File: src/rtl/mem_rr_arbiter_pkg.sv
// Shared types and default sizing for the round-robin memory arbiter.
package mem_arb_pkg;

  localparam int DEF_NUM_REQ     = 4;
  localparam int DEF_ADDR_WIDTH  = 6;
  localparam int DEF_DATA_WIDTH  = 16;
  localparam int DEF_TIMEOUT_CYC = 16;

  typedef enum logic [1:0] {
    IDLE = 2'd0,
    BUSY = 2'd1,
    DONE = 2'd2
  } arb_state_t;

endpackage

File: src/rtl/mem_rr_arbiter_rr_pick.sv
// Combinational rotating-priority picker: first set request at or after ptr_i, wrapping.
module rr_pick
  import mem_arb_pkg::*;
#(
  parameter int NUM_REQ = DEF_NUM_REQ
) (
  input  logic [NUM_REQ-1:0]         req_i,
  input  logic [$clog2(NUM_REQ)-1:0] ptr_i,
  output logic                       any_o,
  output logic [$clog2(NUM_REQ)-1:0] idx_o
);

  localparam int IDW = $clog2(NUM_REQ);
  localparam logic [IDW:0] NREQ_W = (IDW+1)'(NUM_REQ);

  logic [IDW:0]   sum;
  logic [IDW-1:0] cand;

  always_comb begin
    // NOTE: every output and temporary gets a value before the loop, so no path leaves one unassigned (no latch).
    any_o = 1'b0;
    idx_o = '0;
    sum   = '0;
    cand  = '0;
    for (int i = 0; i < NUM_REQ; i++) begin
      sum = {1'b0, ptr_i} + (IDW+1)'(i);
      if (sum >= NREQ_W) sum = sum - NREQ_W;
      cand = sum[IDW-1:0];
      if (!any_o && req_i[cand]) begin
        any_o = 1'b1;
        idx_o = cand;
      end
    end
  end

endmodule

File: src/rtl/mem_rr_arbiter.sv
// Round-robin arbiter sharing one single-port memory between NUM_REQ requesters.
// Optional BUSY watchdog with timeout_o port: define MEM_ARB_TIMEOUT_EN.
module mem_rr_arbiter
  import mem_arb_pkg::*;
#(
  parameter int NUM_REQ     = DEF_NUM_REQ,
  parameter int ADDR_WIDTH  = DEF_ADDR_WIDTH,
  parameter int DATA_WIDTH  = DEF_DATA_WIDTH,
  parameter int TIMEOUT_CYC = DEF_TIMEOUT_CYC
) (
  input  logic                          clk_i,
  input  logic                          rst_i,
  input  logic [NUM_REQ-1:0]            req_valid_i,
  input  logic [NUM_REQ-1:0]            req_wr_rd_i,
  input  logic [NUM_REQ*ADDR_WIDTH-1:0] req_addr_i,
  input  logic [NUM_REQ*DATA_WIDTH-1:0] req_wdata_i,
  output logic [NUM_REQ-1:0]            req_ready_o,
  output logic [DATA_WIDTH-1:0]         req_rdata_o,
  output logic [$clog2(NUM_REQ)-1:0]    gnt_id_o,
  output logic                          busy_o,
`ifdef MEM_ARB_TIMEOUT_EN
  output logic                          timeout_o,
`endif
  output logic                          mem_valid_o,
  output logic                          mem_wr_rd_o,
  output logic [ADDR_WIDTH-1:0]         mem_addr_o,
  output logic [DATA_WIDTH-1:0]         mem_wdata_o,
  input  logic [DATA_WIDTH-1:0]         mem_rdata_i,
  input  logic                          mem_ready_i
);

  localparam int IDW = $clog2(NUM_REQ);

  if (NUM_REQ < 2 || NUM_REQ > 8 || TIMEOUT_CYC < 1) begin : g_bad_cfg
    $error("mem_rr_arbiter: unsupported parameter set");
  end

  arb_state_t              state_q, state_d;
  logic [IDW-1:0]          ptr_q, ptr_d;
  logic [IDW-1:0]          gnt_q, gnt_d;
  logic                    mem_valid_q, mem_valid_d;
  logic                    mem_wr_rd_q, mem_wr_rd_d;
  logic [ADDR_WIDTH-1:0]   mem_addr_q, mem_addr_d;
  logic [DATA_WIDTH-1:0]   mem_wdata_q, mem_wdata_d;
  logic [DATA_WIDTH-1:0]   rdata_q, rdata_d;
  logic [NUM_REQ-1:0]      ready_q, ready_d;
  logic                    pick_any;
  logic [IDW-1:0]          pick_idx;

`ifdef MEM_ARB_TIMEOUT_EN
  localparam int              CNTW     = $clog2(TIMEOUT_CYC + 1);
  localparam logic [CNTW-1:0] CNT_LAST = CNTW'(TIMEOUT_CYC - 1);
  logic [CNTW-1:0] cnt_q, cnt_d;
  logic            timeout_q, timeout_d;
`endif

  rr_pick #(.NUM_REQ(NUM_REQ)) u_pick (
    .req_i (req_valid_i),
    .ptr_i (ptr_q),
    .any_o (pick_any),
    .idx_o (pick_idx)
  );

  always_comb begin
    state_d     = state_q;
    ptr_d       = ptr_q;
    gnt_d       = gnt_q;
    mem_valid_d = mem_valid_q;
    mem_wr_rd_d = mem_wr_rd_q;
    mem_addr_d  = mem_addr_q;
    mem_wdata_d = mem_wdata_q;
    rdata_d     = rdata_q;
    ready_d     = '0;
`ifdef MEM_ARB_TIMEOUT_EN
    cnt_d       = cnt_q;
    timeout_d   = 1'b0;
`endif
    case (state_q)
      IDLE: begin
        if (pick_any) begin
          gnt_d       = pick_idx;
          mem_valid_d = 1'b1;
          mem_wr_rd_d = req_wr_rd_i[pick_idx];
          mem_addr_d  = req_addr_i[pick_idx*ADDR_WIDTH +: ADDR_WIDTH];
          mem_wdata_d = req_wdata_i[pick_idx*DATA_WIDTH +: DATA_WIDTH];
          state_d     = BUSY;
`ifdef MEM_ARB_TIMEOUT_EN
          cnt_d       = '0;
`endif
        end
      end
      BUSY: begin
        if (mem_ready_i) begin
          mem_valid_d    = 1'b0;
          if (!mem_wr_rd_q) rdata_d = mem_rdata_i;
          ready_d[gnt_q] = 1'b1;
          state_d        = DONE;
        end
`ifdef MEM_ARB_TIMEOUT_EN
        else if (cnt_q == CNT_LAST) begin
          mem_valid_d    = 1'b0;
          rdata_d        = '0;
          ready_d[gnt_q] = 1'b1;
          timeout_d      = 1'b1;
          state_d        = DONE;
        end else begin
          cnt_d = cnt_q + CNTW'(1);
        end
`endif
      end
      DONE: begin
        // Rotate past the grantee so any other pending requester wins next.
        ptr_d   = (gnt_q == IDW'(NUM_REQ - 1)) ? '0 : gnt_q + IDW'(1);
        state_d = IDLE;
      end
      default: state_d = IDLE;
    endcase
  end

  always_ff @(posedge clk_i) begin
    if (rst_i) begin
      // NOTE: the latched request fields are reset too, since every output must read zero out of reset.
      state_q     <= IDLE;
      ptr_q       <= '0;
      gnt_q       <= '0;
      mem_valid_q <= 1'b0;
      mem_wr_rd_q <= 1'b0;
      mem_addr_q  <= '0;
      mem_wdata_q <= '0;
      rdata_q     <= '0;
      ready_q     <= '0;
    end else begin
      // NOTE: non-blocking assignments so every flop samples the pre-edge values of the others.
      state_q     <= state_d;
      ptr_q       <= ptr_d;
      gnt_q       <= gnt_d;
      mem_valid_q <= mem_valid_d;
      mem_wr_rd_q <= mem_wr_rd_d;
      mem_addr_q  <= mem_addr_d;
      mem_wdata_q <= mem_wdata_d;
      rdata_q     <= rdata_d;
      ready_q     <= ready_d;
    end
  end

`ifdef MEM_ARB_TIMEOUT_EN
  always_ff @(posedge clk_i) begin
    if (rst_i) begin
      cnt_q     <= '0;
      timeout_q <= 1'b0;
    end else begin
      cnt_q     <= cnt_d;
      timeout_q <= timeout_d;
    end
  end

  assign timeout_o = timeout_q;
`endif

  assign req_ready_o = ready_q;
  assign req_rdata_o = rdata_q;
  assign gnt_id_o    = gnt_q;
  assign busy_o      = (state_q != IDLE);
  assign mem_valid_o = mem_valid_q;
  assign mem_wr_rd_o = mem_wr_rd_q;
  assign mem_addr_o  = mem_addr_q;
  assign mem_wdata_o = mem_wdata_q;

endmodule

File: config.mk
export PLATFORM = sky130hd
export DESIGN_NAME = mem_rr_arbiter
export DESIGN_NICKNAME = d
export VERILOG_FILES = /design/src/rtl/mem_rr_arbiter_pkg.sv /design/src/rtl/mem_rr_arbiter_rr_pick.sv /design/src/rtl/mem_rr_arbiter.sv
export SDC_FILE = /design/constraint.sdc
export NUM_CORES = 1
export LEC_CHECK = 0
export ABC_AREA = 1
export BUFFER_PORTS_ARGS = -buffer_cell sky130_fd_sc_hd__buf_2
export CAP_MARGIN = 20
export CORE_MARGIN = 3
export CORE_UTILIZATION = 40
export CTS_BUF_LIST = sky130_fd_sc_hd__clkbuf_16
export DETAILED_ROUTE_END_ITERATION = 10
export HOLD_SLACK_MARGIN = 0.12
export PLACE_DENSITY = 0.82
export SETUP_SLACK_MARGIN = 0.3
export SYNTH_ARGS = -nofsm -noshare
export SYNTH_HDL_FRONTEND = slang
export SYNTH_SLANG_ARGS = --single-unit
File: constraint.sdc
create_clock -name clk_i -period 3.7 [get_ports clk_i]
set_input_delay 0.555 -clock clk_i [delete_from_list [all_inputs] [get_ports clk_i]]
set_output_delay 0.555 -clock clk_i [all_outputs]
set_load 0.02 [all_outputs]
# == Word-level counts from Yosys, hierarchy flattened ==
# Cells that the tools add are included.
# totals
register_bits,50
in_bits,115
out_inout_bits,47
elab_cells,85
# classes
addsub,8
n_mul,1
n_lt_le_gt_ge,11
n_eq_ne,5
shifts,2
mux,31
bitwise,3
reduce_logical,15
# ops
op,count
64-bit by 7-bit indexed part select with 16-bit output,1
24-bit by 6-bit indexed part select with 6-bit output,1
2-bit 2-to-1 mux,11
"2-bit by 3-bit less-than comparator with 1-bit output, second input constant",6
1-bit 2-to-1 mux,12
1-bit binary-select mux with 2-bit select,5
"3-bit greater-or-equal comparator, second input constant",3
"2-bit by 1-bit subtractor with 2-bit output, second input constant",4
"2-bit by 2-bit adder with 3-bit output, second input constant",2
3-bit AND reduction,2
"2-bit equality test, second input constant",2
1-bit logical AND,4
"2-bit by 2-bit multiplier with 4-bit output, second input constant",1
"2-bit != test, second input constant",2
2-bit case mux with 2 select lines,1
2-bit AND reduction,2
2-bit nonzero test,2
"2-bit by 1-bit adder with 3-bit output, second input constant",1
"2-bit by 3-bit greater-or-equal comparator with 1-bit output, second input constant",1
1-bit logical NOT,3
1-bit inverter,3
3-bit OR reduction,1
"2-bit by 1-bit adder with 2-bit output, second input constant",1
1-bit demux with 2-bit select,1
4 further kinds,4

# == Depth between registers and ports, before layout ==
# Gate-level depths: netlist (run 1).
# depth
depth_word,16
depth_mapped,16
depth_no_buf,15

# == Modules after synthesis ==
# From an unflattened synthesis (run 1), not the netlist that was laid out.
# hier_totals
hier_cells,493
hier_area_um2,3089.2
# modules_own_cells
mod,instances,cells_per_inst,area_per_inst_um2,seq_area_each_um2
mem_rr_arbiter,1,434,2770.2,1001.0
rr_pick,1,59,319.1,0.0

# == Worst setup path before layout (run 1) ==
# OpenSTA, ideal clock, no wires.
# synth_timing
path_kind,in2reg
from,input req_valid_i[3]
to,"register mem_addr_q[4], in the netlist mem_addr_o[4]"
setup_time_ps,114
arrival_time_ps,1769
required_ps,3586
path_slack_ps,1817
cell_stages,11
path_buffers,1
cell_sequence,inv_1 > nand2_1 > nand3_1 > nand2_2 > nor2_4 > nand4_2 > a21oi_4 > buf_6 > nand2_1 > a21oi_1 > nor2_1
# synth_via
elab_chain_cells,14
word_cells_on_any_way,25
cone_classes,mul: 1; shift: 1; mux: 16; reduce/logical: 7
# synth_rtl
item,line,rtl
"start, declared",mem_rr_arbiter.sv:13,"input logic [NUM_REQ-1:0] req_valid_i,"
1-bit binary-select mux with 2-bit select,mem_rr_arbiter_rr_pick.sv:29,if (!any_o && req_i[cand]) begin
1-bit 2-to-1 mux (not written as such),mem_rr_arbiter_rr_pick.sv:29,
1-bit 2-to-1 mux,mem_rr_arbiter_rr_pick.sv:29,
1-bit logical NOT,mem_rr_arbiter_rr_pick.sv:29,
1-bit logical AND,mem_rr_arbiter_rr_pick.sv:29,
1-bit 2-to-1 mux,mem_rr_arbiter_rr_pick.sv:29,
1-bit logical NOT,mem_rr_arbiter_rr_pick.sv:29,
1-bit logical AND,mem_rr_arbiter_rr_pick.sv:29,
1-bit 2-to-1 mux,mem_rr_arbiter_rr_pick.sv:29,
1-bit logical NOT,mem_rr_arbiter_rr_pick.sv:29,
1-bit logical AND,mem_rr_arbiter_rr_pick.sv:29,
2-bit 2-to-1 mux,mem_rr_arbiter_rr_pick.sv:29,
2-bit by 2-bit multiplier with 4-bit output,mem_rr_arbiter.sv:84,mem_addr_d = req_addr_i[pick_idx*ADDR_WIDTH +: ADDR_WIDTH];
24-bit by 6-bit indexed part select with 6-bit output,mem_rr_arbiter.sv:84,
"end signal, assigned",mem_rr_arbiter.sv:139,mem_addr_q <= mem_addr_d;
"end, declared",mem_rr_arbiter.sv:43,"logic [ADDR_WIDTH-1:0] mem_addr_q, mem_addr_d;"
# Several ways; a longest one is shown, not always the timed one. The select of a mux whose other input is x is not followed.
# A chain may end at the register's enable or synchronous reset.

# == Worst setup path after layout (run 1) ==
# layout_timing
from,register ptr_q[0]
to,"register mem_wdata_q[5], in the netlist mem_wdata_o[5]"
# layout_via
elab_chain_cells,15
word_cells_on_any_way,39
cone_classes,add/sub: 7; order compare: 4; shift: 1; mux: 20; reduce/logical: 7
# layout_rtl
item,line,rtl
"start, declared",mem_rr_arbiter.sv:39,"logic [IDW-1:0] ptr_q, ptr_d;"
"start signal, assigned",mem_rr_arbiter.sv:135,ptr_q <= ptr_d;
"parallel branches: the longest is 15 deep, another holds 2-bit by 1-bit adder with 3-bit output",--,
"end signal, assigned",mem_rr_arbiter.sv:140,mem_wdata_q <= mem_wdata_d;
"end, declared",mem_rr_arbiter.sv:44,"logic [DATA_WIDTH-1:0] mem_wdata_q, mem_wdata_d;"
# Parallel ways; which one is timed is not known. The select of a mux whose other input is x is not followed.

==> reports/metrics.yaml, run 1 <==
cells_and_area:
  layout_common_cells: "nand2_1 (180), buf_2 (161), nor2_1 (67)"
  drive_gt1_share_pct: 29.13
  utilization_pct: 56.10
  area_delta_synth_final_pct: 31.61
  n_antenna_cell: 0
  mostFrequentLayoutCell: "nand2_1"
  nNetsFinal: 760
  finish.instance_area_sq_um: 3959
  nFillCells: 732
sta:
  setup_tns_ns: 0
  maxSlewViolCount: 0
  setup_slack_ns: 0.9052
  hold_viol_final: 0
  max_clock_freq_mhz: 357.8
  rsz0062_at_grt: "no"
  fin_crit_sh_pct: 75.54
  period_needed_ns: 2.795
  tightest_slew_ns: 0.8819
  finClkSkew_ns: 0.008405
  maxSlewHeadroom_pct: 41.14
  finalSetupViolations: 0
logic_synthesis:
  synth_flop_cell: "dfxtp_1"
  syn_inst: 494
  ys_seq_area_share_pct: 33.28
  synthesis.area_sq_um: 3008
  synth.yosys.warnings: 0
  synth_edf_count: 0
  async_reset_ff_share_pct: 0
  avgSynthCellArea_sq_um: 6.089
  ys_ff_latch: 50
  syn_nets: 613
  ys_types: 24
place:
  post-dp-hpwl_um: 6892
  dp_slack_ns: 0.6300
  port_buffers: 161
  placed_area_sq_um: 3812
  place_congestion: 0.9282
grt:
  grt_pass1_wl_um: 15040
  grt_usage_pct: 20.90
  antenna_found_initial: 0
  gr-total-overflow: 0
  grt_start_max_net_pins: 49
  grt_pass1_vias: 3489
detailed_routing:
  vias_per_cell: 4.835
  vias: 3568
  drt_iter0_drc: 92
  first_pass_iters: 4
  drt_wl_total_um: 9038
  postRouteAntennaNets: 0
  avgRoutedWirePerCell_um: 12.25
  drc: 0
floorplan:
  ios: 162
  start_util_pct: 42.62
  die_w_um: 92.72
  rows: 30
  die_h_um: 92.72
  die_area_sq_um: 8596
  coreArea_sq_um: 7057
clock_tree:
  cts_num_sinks: 50
  cts_hold_buf: 0
  clk_latency_ns: 0.28
  clock_path_buffers: 2
  htree_levels: 2
  postCtsSetupBuffers: 0
  clk_pin_slew_worst_paths_ns: 0.06
  cts_buffers: 5
  cts_tree: "yes"
  clk_root_buffer_cell: "clkbuf_16"
run_status:
  outcome: "finished clean"
pwr:
  powerDensity_nw_per_um2: 445.8
  vdd_drop_max_mv: 0.2669
  leakagePower_nw: 2.368
worst_setup_path:
  setup.worst_path.class: "register to register"
  critPathTopFamily: "simple AND/OR/NAND/NOR gates"
  critPathRequiredTime_ns: 3.91
  setup.worst_path.end_class: "register"
  start_kind: "register"
  crit_slowest_cell: "dfxtp_1"
  critPathBufInv: 2
  cp_max_fo: 48
  crit_top_cell: "nand2_1"
  crit_chain: "inv_2 -> nand2_1 -> nand2_2 -> nand2_1 -> nand2_1 -> nor2_4 -> nand3_2 -> nand2_4 -> nand2_4 -> inv_2 -> nand2_1 -> nand3_1 -> nand2_1 -> nor2_1"
  slowest_delay_ns: 0.58
  arrival_ns: 3.01
job:
  max_cap_viol_count: 0
worst_hold_path:
  hp-class: "register to register"
cell families after synthesis:
logic type / count (synthesis) / synth area share, %
flops: 50 / 33.28
fa+ha+maj: 4 / 1.664
simple gates: 333 / 48.13
buf+inv: 74 / 10.90
compound gates: 33 / 6.031
worst reg2reg max path, cell delays in order, from the launching register on:
cell,delay (ns)
dfxtp_1,0.58
inv_2,0.17
nand2_1,0.12
nand2_2,0.10
nand2_1,0.09
nand2_1,0.09
nor2_4,0.14
nand3_2,0.13
nand2_4,0.33
nand2_4,0.38
inv_2,0.30
nand2_1,0.08
nand3_1,0.08
nand2_1,0.05
nor2_1,0.11
flip-flops by register name, indices dropped and copies added (netlist names), 2 cells and up:
signal	cells
req_rdata_o	16
ptr_q	2
state_q	2
mem_addr_o	6
req_ready_o	4
gnt_id_o	2
mem_wdata_o	16
Yosys cell counts (3+ instances only):
cell	n	area share, %
buf_2	7	1.2
nor2_1	67	8.4
a21oi_1	11	1.8
inv_2	4	0.50
nand2_2	4	0.83
inv_1	47	5.9
nand2_1	180	22
buf_6	5	1.9
ha_1	4	1.7
dfxtp_1	50	33
clkbuf_1	8	1.0
nand2_4	3	1.1
o21ai_0	17	2.8
nand3_1	63	10
nand3b_1	11	2.7
layout make-up:
cell class / instances / area [sq um] / area share (%)
repair buffers: 163 / 820.8 / 20.73
multi-input cells: 370 / 1684 / 42.54
clock inverters: 3 / 16.27 / 0.4109
inverters: 51 / 191.4 / 4.836
well taps: 96 / 120.1 / 3.034
flip-flops and latches: 50 / 1001 / 25.28
clock buffers: 5 / 125.1 / 3.161
path summary, 6_finish.rpt:
path | startpoint | endpoint | slack, ns | cells after the start
setup reg to reg | ptr_q[0]$_SDFFE_PP0N_ | mem_wdata_o[5]$_SDFFE_PP0P_ | 0.91 | 14
setup / recovery | ptr_q[0]$_SDFFE_PP0N_ | mem_wdata_o[5]$_SDFFE_PP0P_ | 0.91 | 14
hold / removal | mem_valid_o$_SDFFE_PP0P_ | mem_valid_o$_SDFFE_PP0P_ | 0.47 | 2
hold reg to reg | mem_valid_o$_SDFFE_PP0P_ | mem_valid_o$_SDFFE_PP0P_ | 0.47 | 2
through the flow:
step	std cells	hold WS, ns	total power, mW
floorplan	494	0.5071	1.149
global placement	730	0.4534	1.324
detailed placement	730	0.4599	1.347
CTS	738	0.4700	1.783
global route	738	0.5000	1.900
finish	738	0.4714	1.765
report_power, final:
part           switching, mW  internal [mW]
clock network          0.185          0.247
registers             0.0405          0.613
logic                  0.447          0.233
total                  0.672           1.09
metal layers:
metal  vias up  part of all wire [%]  track usage [%]
met5         -                     0                0
met3         8                   7.7            6.093
met2       122                    52            38.79
met1      1613                    40            23.34
li1       1825                     -                -
met4         0                  0.72            5.006
timing repair:
| action | CTS | global route |
|---|---|---|
| endpoints found under the hold margin | 0 | 0 |
| setup endpoints to repair | 0 | 4 |
| resized for setup | 0 | 1 |
Power figures use the tool's default switching activity.
==> run 2: changes to the inputs <==
- ABC_AREA: 1 -> 0
- PLACE_DENSITY: 0.82 -> 0.84
- clock period: 3.7 -> 2.7 ns (I/O delays scaled with it)
==> run 2 against run 1 <==
  * Critical path depth down 8
  * Core utilization is 0.90 points higher
  * Non-clock buffer count up 4
  * Routed wire length decreased by 14%
  * Count of clock-buffer cells in the layout is the same
  * Cell area fell by 7.5%
  * Largest cell class unchanged
  * Clock power up 60%
  * Clock skew fell by 0.0039 ns
  * Register-to-register slack got worse by 0.38 ns
  * Highest routed layer unchanged
  * Sequential power rose by 28%
  * Cell count fell by 29%
==> reports/metrics.yaml, run 2 <==
sta:
  setup_tns_ns: 0
  hold_viol_final: 0
  maxSlewViolCount: 0
  fin_crit_sh_pct: 80.42
  tightest_slew_ns: 0.8566
  finClkSkew_ns: 0.004551
  rsz0062_at_grt: "no"
  finalSetupViolations: 0
  period_needed_ns: 2.171
  max_clock_freq_mhz: 460.5
  whs_ns: 0.3577
  maxSlewHeadroom_pct: 42.68
place:
  port_buffers: 161
  post-place-cells: 517
  post-dp-hpwl_um: 6119
  place_congestion: 0.8115
cells_and_area:
  drive_gt1_share_pct: 44.64
  stdcell_count: 525
  area_delta_synth_final_pct: 37.18
  layout_common_cells: "buf_2 (161), nand2_1 (50), dfxtp_1 (50)"
  n_antenna_cell: 0
  mostFrequentLayoutCell: "buf_2"
  nNetsFinal: 566
logic_synthesis:
  synth_flop_cell: "dfxtp_1"
  async_reset_ff_share_pct: 0
  avgSynthCellArea_sq_um: 8.986
  synth_edf_count: 0
  synthesis.area_sq_um: 2669
  yosys-top-cells-count: "dfxtp_1 (50), nand2_1 (50), mux2i_1 (35), a21oi_1 (22), clkbuf_1 (15)"
  ys_types: 30
  syn_inst: 297
  ys_seq_area_share_pct: 37.51
  synth_top_area_cell: "dfxtp_1"
  syn_nets: 416
  synth_top_area_share_pct: 37.51
  ys_ff_latch: 50
  synthTopCellsByArea: "dfxtp_1 (38%), mux2i_1 (13%), nand2_1 (7.0%), o221ai_2 (5.6%), o211ai_2 (4.7%)"
  synth.yosys.warnings: 0
run_status:
  outcome: "finished clean"
clock_tree:
  post_cts_resized: 0
  cts_num_sinks: 50
  clk_latency_ns: 0.28
  cts_buffers: 5
  htree_levels: 2
  cts_tree: "yes"
  clk_root_buffer_cell: "clkbuf_16"
  cts_hold_buf: 0
  clk_pin_slew_worst_paths_ns: 0.06
  clock_path_buffers: 2
  postCtsSetupBuffers: 0
grt:
  grt_pass1_wl_um: 12030
  gr-total-overflow: 0
  grt_pass1_vias: 2789
  grt_usage_pct: 19.60
  antenna_found_initial: 0
  grt_start_max_net_pins: 27
detailed_routing:
  postRouteAntennaNets: 0
  vias: 2814
  vias_per_cell: 5.360
  drt_iter0_drc: 93
  first_pass_iters: 4
  drc: 0
  drt_wl_total_um: 7805
  avgRoutedWirePerCell_um: 14.87
worst_setup_path:
  cp_max_fo: 25
  crit_slowest_cell: "dfxtp_1"
  start_kind: "register"
  setup.worst_path.end_class: "register"
  crit_chain: "mux2i_1 -> nor2_1 -> nor3_2 -> buf_4 -> mux2i_1 -> o221ai_2"
  slowest_delay_ns: 0.41
  setup.worst_path.class: "register to register"
  arrival_ns: 2.33
  crit_top_cell: "mux2i_1"
  critPathRequiredTime_ns: 2.86
worst_hold_path:
  hp-class: "input port to register"
floorplan:
  rows: 29
  die_area_sq_um: 7688
  die_h_um: 87.68
  coreArea_sq_um: 6422
  ios: 162
  die_w_um: 87.68
  start_util_pct: 41.55
pwr:
  vdd_drop_max_mv: 0.3129
  leakagePower_nw: 1.772
  powerDensity_nw_per_um2: 553.1
job:
  max_cap_viol_count: 0
run 2: cell families (layout without fill, tap and decap cells):
family          after synthesis  after routing  synth area share [%]
simple gates                101            101                 17.86
compound gates               77             77                 24.19
fa+ha+maj                     4              4                 1.875
mux                          35             35                 13.13
flops                        50             50                 37.51
buf+inv                      30            181                 5.438
run 2: critical path: cells and delay by family, from the launching register on:
family | cells | cell delay, ns
muxes | 2 | 0.58
and+or+nand+nor | 2 | 0.51
DFF | 1 | 0.41
AOI/OAI and AO/OA | 1 | 0.12
buffers and inverters | 1 | 0.41
run 2: power breakdown:
| part | switching, mW | internal (mW) |
|---|---|---|
| sequential | 0.0337 | 0.799 |
| clock | 0.261 | 0.431 |
| combinational | 0.285 | 0.215 |
run 2: path summary, 6_finish.rpt:
path,from,end,slack [ns],depth (start not counted)
worst max-delay path,ptr_q[1]$_SDFFE_PP0N_,mem_wdata_o[4]$_SDFFE_PP0P_,0.53,6
worst min-delay path,mem_rdata_i[4],req_rdata_o[4]$_SDFFE_PP0P_,0.36,3
worst max register to register,ptr_q[1]$_SDFFE_PP0N_,mem_wdata_o[4]$_SDFFE_PP0P_,0.53,6
worst min register to register,req_rdata_o[15]$_SDFFE_PP0P_,req_rdata_o[15]$_SDFFE_PP0P_,0.45,2
run 2: cell type report:
| cell class | instances | area [sq um] |
|---|---|---|
| fillers | 577 | 2761 |
| multi-input cells | 217 | 1528 |
| inverters | 6 | 22.52 |
| clock buffers | 5 | 125.1 |
| repair buffers | 167 | 850.8 |
| flip-flops and latches | 50 | 1001 |
| clock inverters | 3 | 37.54 |
| well taps | 77 | 96.34 |
run 2: routing by layer:
layer	wire length, um	vias up	GRT usage (%)
li1	-	1378	-
met1	2889	1300	20.58
met2	4068	128	36.51
met3	777	8	6.773
met4	70	0	5.997
met5	0	-	0
run 2: stage by stage:
stage / setup slack [ns] / area (sq um) / utilization, % / power, mW
4_1_cts: 0.5115 / 3661 / 57.00 / 2.053
6_report: 0.5286 / 3661 / 57.00 / 2.025
2_1_floorplan: 0.9215 / 2669 / - / 1.162
5_1_grt: 0.3682 / 3661 / 57.00 / 2.122
3_3_place_gp: 0.5138 / 3498 / 54.47 / 1.341
3_5_place_dp: 0.4497 / 3498 / 54.47 / 1.355
==> run 3: changes to the inputs <==
- clock period: 2.7 -> 2.2 ns (I/O delays scaled with it)
==> run 3 against run 2 <==
  * Combinational power up 30%
  * Core utilization up 2.0 points
  * Power up 26%
  * Register-to-register slack got worse by 0.15 ns
  * Count of clock-buffer cells in the layout unchanged
  * First-iteration DRC count grew 7.5%
  * Cell count is 1.9% higher
  * Hold slack got worse by 0.083 ns
  * Cell area increased by 3.5%
  * Non-clock buffer count increased by 8
  * Critical endpoint is now mem_addr_o[1]$_SDFFE_PP0P_
  * Largest cell class unchanged
  * Largest power group unchanged
==> reports/metrics.yaml, run 3 (synthesis gave the netlist of run 2 again) <==
cells_and_area:
  area_delta_synth_final_pct: 41.96
  stdcell_count: 535
  n_antenna_cell: 0
  layout_common_cells: "buf_2 (161), nand2_1 (50), dfxtp_1 (50)"
  nFillCells: 570
  mostFrequentLayoutCell: "buf_2"
  nNetsFinal: 576
  utilization_pct: 58.99
  drive_gt1_share_pct: 46.51
clock_tree:
  clk_root_buffer_cell: "clkbuf_16"
  clk_latency_ns: 0.29
  cts_buffers: 5
  cts_hold_buf: 0
  cts_tree: "yes"
  clk_pin_slew_worst_paths_ns: 0.07
  cts_num_sinks: 50
  htree_levels: 2
  clock_path_buffers: 2
grt:
  antenna_found_initial: 0
  gr-total-overflow: 0
  met1_usage_pct: 19.98
  grt_usage_pct: 19.70
  grtUsageMet2_pct: 38.49
  grt_start_max_net_pins: 26
  use_met3_pct: 6.491
  grt-busiest-layer: "met2"
  grt_pass1_wl_um: 12040
  grt_pass1_vias: 2740
sta:
  maxSlewHeadroom_pct: 66.18
  setup_tns_ns: 0
  max_clock_freq_mhz: 549.1
  maxSlewViolCount: 0
  finalSetupViolations: 0
  tightest_slew_ns: 0.5073
  period_needed_ns: 1.821
  finClkSkew_ns: 0.002691
  setup_slack_ns: 0.3788
  rsz0062_at_grt: "no"
  fin_crit_sh_pct: 82.78
  hold_viol_final: 0
worst_setup_path:
  cp_max_fo: 10
  cp-startpoint: "state_q[1]$_SDFFE_PP0P_"
  start_kind: "register"
  r2r-start: "state_q[1]$_SDFFE_PP0P_"
  setup.worst_path.end_class: "register"
  critPathRequiredTime_ns: 2.42
  setup.worst_path.class: "register to register"
  arrival_ns: 2.04
worst_hold_path:
  hp-class: "input port to register"
  hold_start: "mem_rdata_i[8]"
floorplan:
  start_util_pct: 41.55
  coreArea_sq_um: 6422
  ios: 162
  die_h_um: 87.68
  die_w_um: 87.68
  die_area_sq_um: 7688
  rows: 29
detailed_routing:
  vias: 2834
  drt_iter0_drc: 100
  avgRoutedWirePerCell_um: 15.49
  vias_per_cell: 5.297
  postRouteAntennaNets: 0
  drc: 0
  drt_wl_total_um: 8287
  first_pass_iters: 4
pwr:
  seqPwrFrac_pct: 40.2
  intPower_mw: 1.800
  vdd_drop_max_mv: 0.4557
  combPwrFrac_pct: 25.6
  powerDensity_nw_per_um2: 671.9
  p_sw_uw: 745.3
  netSwitchingFraction_pct: 29.28
  leakagePower_nw: 1.819
  fin_total_pwr_mw: 2.546
  clkPwrFrac_pct: 34.2
place:
  post-dp-hpwl_um: 6060
  place_congestion: 0.8755
  dp_slack_ns: 0.1458
  port_buffers: 161
  post-place-cells: 521
job:
  max_cap_viol_count: 0
run_status:
  outcome: "finished clean"
run 3: metrics by stage:
| stage | area (sq um) | hold slack (ns) |
|---|---|---|
| after floorplan | 2669 | 0.4615 |
| after global placement | 3541 | 0.4391 |
| after detailed placement | 3541 | 0.4471 |
| after CTS | 3710 | 0.2717 |
| after global routing | 3789 | 0.2675 |
| final | 3789 | 0.2750 |
run 3: routing by layer:
layer | wire length, um | share of wire [%]
met2 | 4348 | 52
met5 | 0 | 0
met3 | 733 | 8.8
met4 | 69 | 0.83
met1 | 3135 | 38
run 3: repair_timing:
item,in CTS,in global routing
setup endpoints to repair,23,23
gates resized for setup,1,6
pin swaps,0,4
gates cloned,0,2
buffers inserted,0,4
run 3: power by group through the flow:
| stage | sequential [mW] | combinational, mW | clock (mW) |
|---|---|---|---|
| finish | 1.02 | 0.651 | 0.871 |
| global route | 1.03 | 0.710 | 0.927 |
| CTS | 1.02 | 0.630 | 0.887 |
| detailed placement | 1.04 | 0.628 | 0 |
| global placement | 1.04 | 0.614 | 0 |
| floorplan | 1.13 | 0.298 | 0 |
run 3: final timing paths:
path	endpoint	slack, ns	depth (start not counted)
worst max-delay path	mem_addr_o[1]$_SDFFE_PP0P_	0.38	4
worst min-delay path	req_rdata_o[8]$_SDFFE_PP0P_	0.28	3
worst max register to register	mem_addr_o[1]$_SDFFE_PP0P_	0.38	4
worst min register to register	req_rdata_o[4]$_SDFFE_PP0P_	0.46	2
run 3: critical path, cell delays in order (launching register included):
cell and delay [ns]:
dfxtp_1 0.35, or2_4 0.27, or2_4 0.31, or4_4 0.63, o211ai_2 0.19
run 3: final cells by class:
class                   instances  area (sq um)  area share, %
multi-input cells             219          1575          41.58
flip-flops and latches         50          1001          26.42
repair buffers                175         927.1          24.47
clock buffers                   5         125.1          3.303
well taps                      77         96.34          2.543
clock inverters                 3         41.29          1.090
inverters                       6         22.52         0.5945
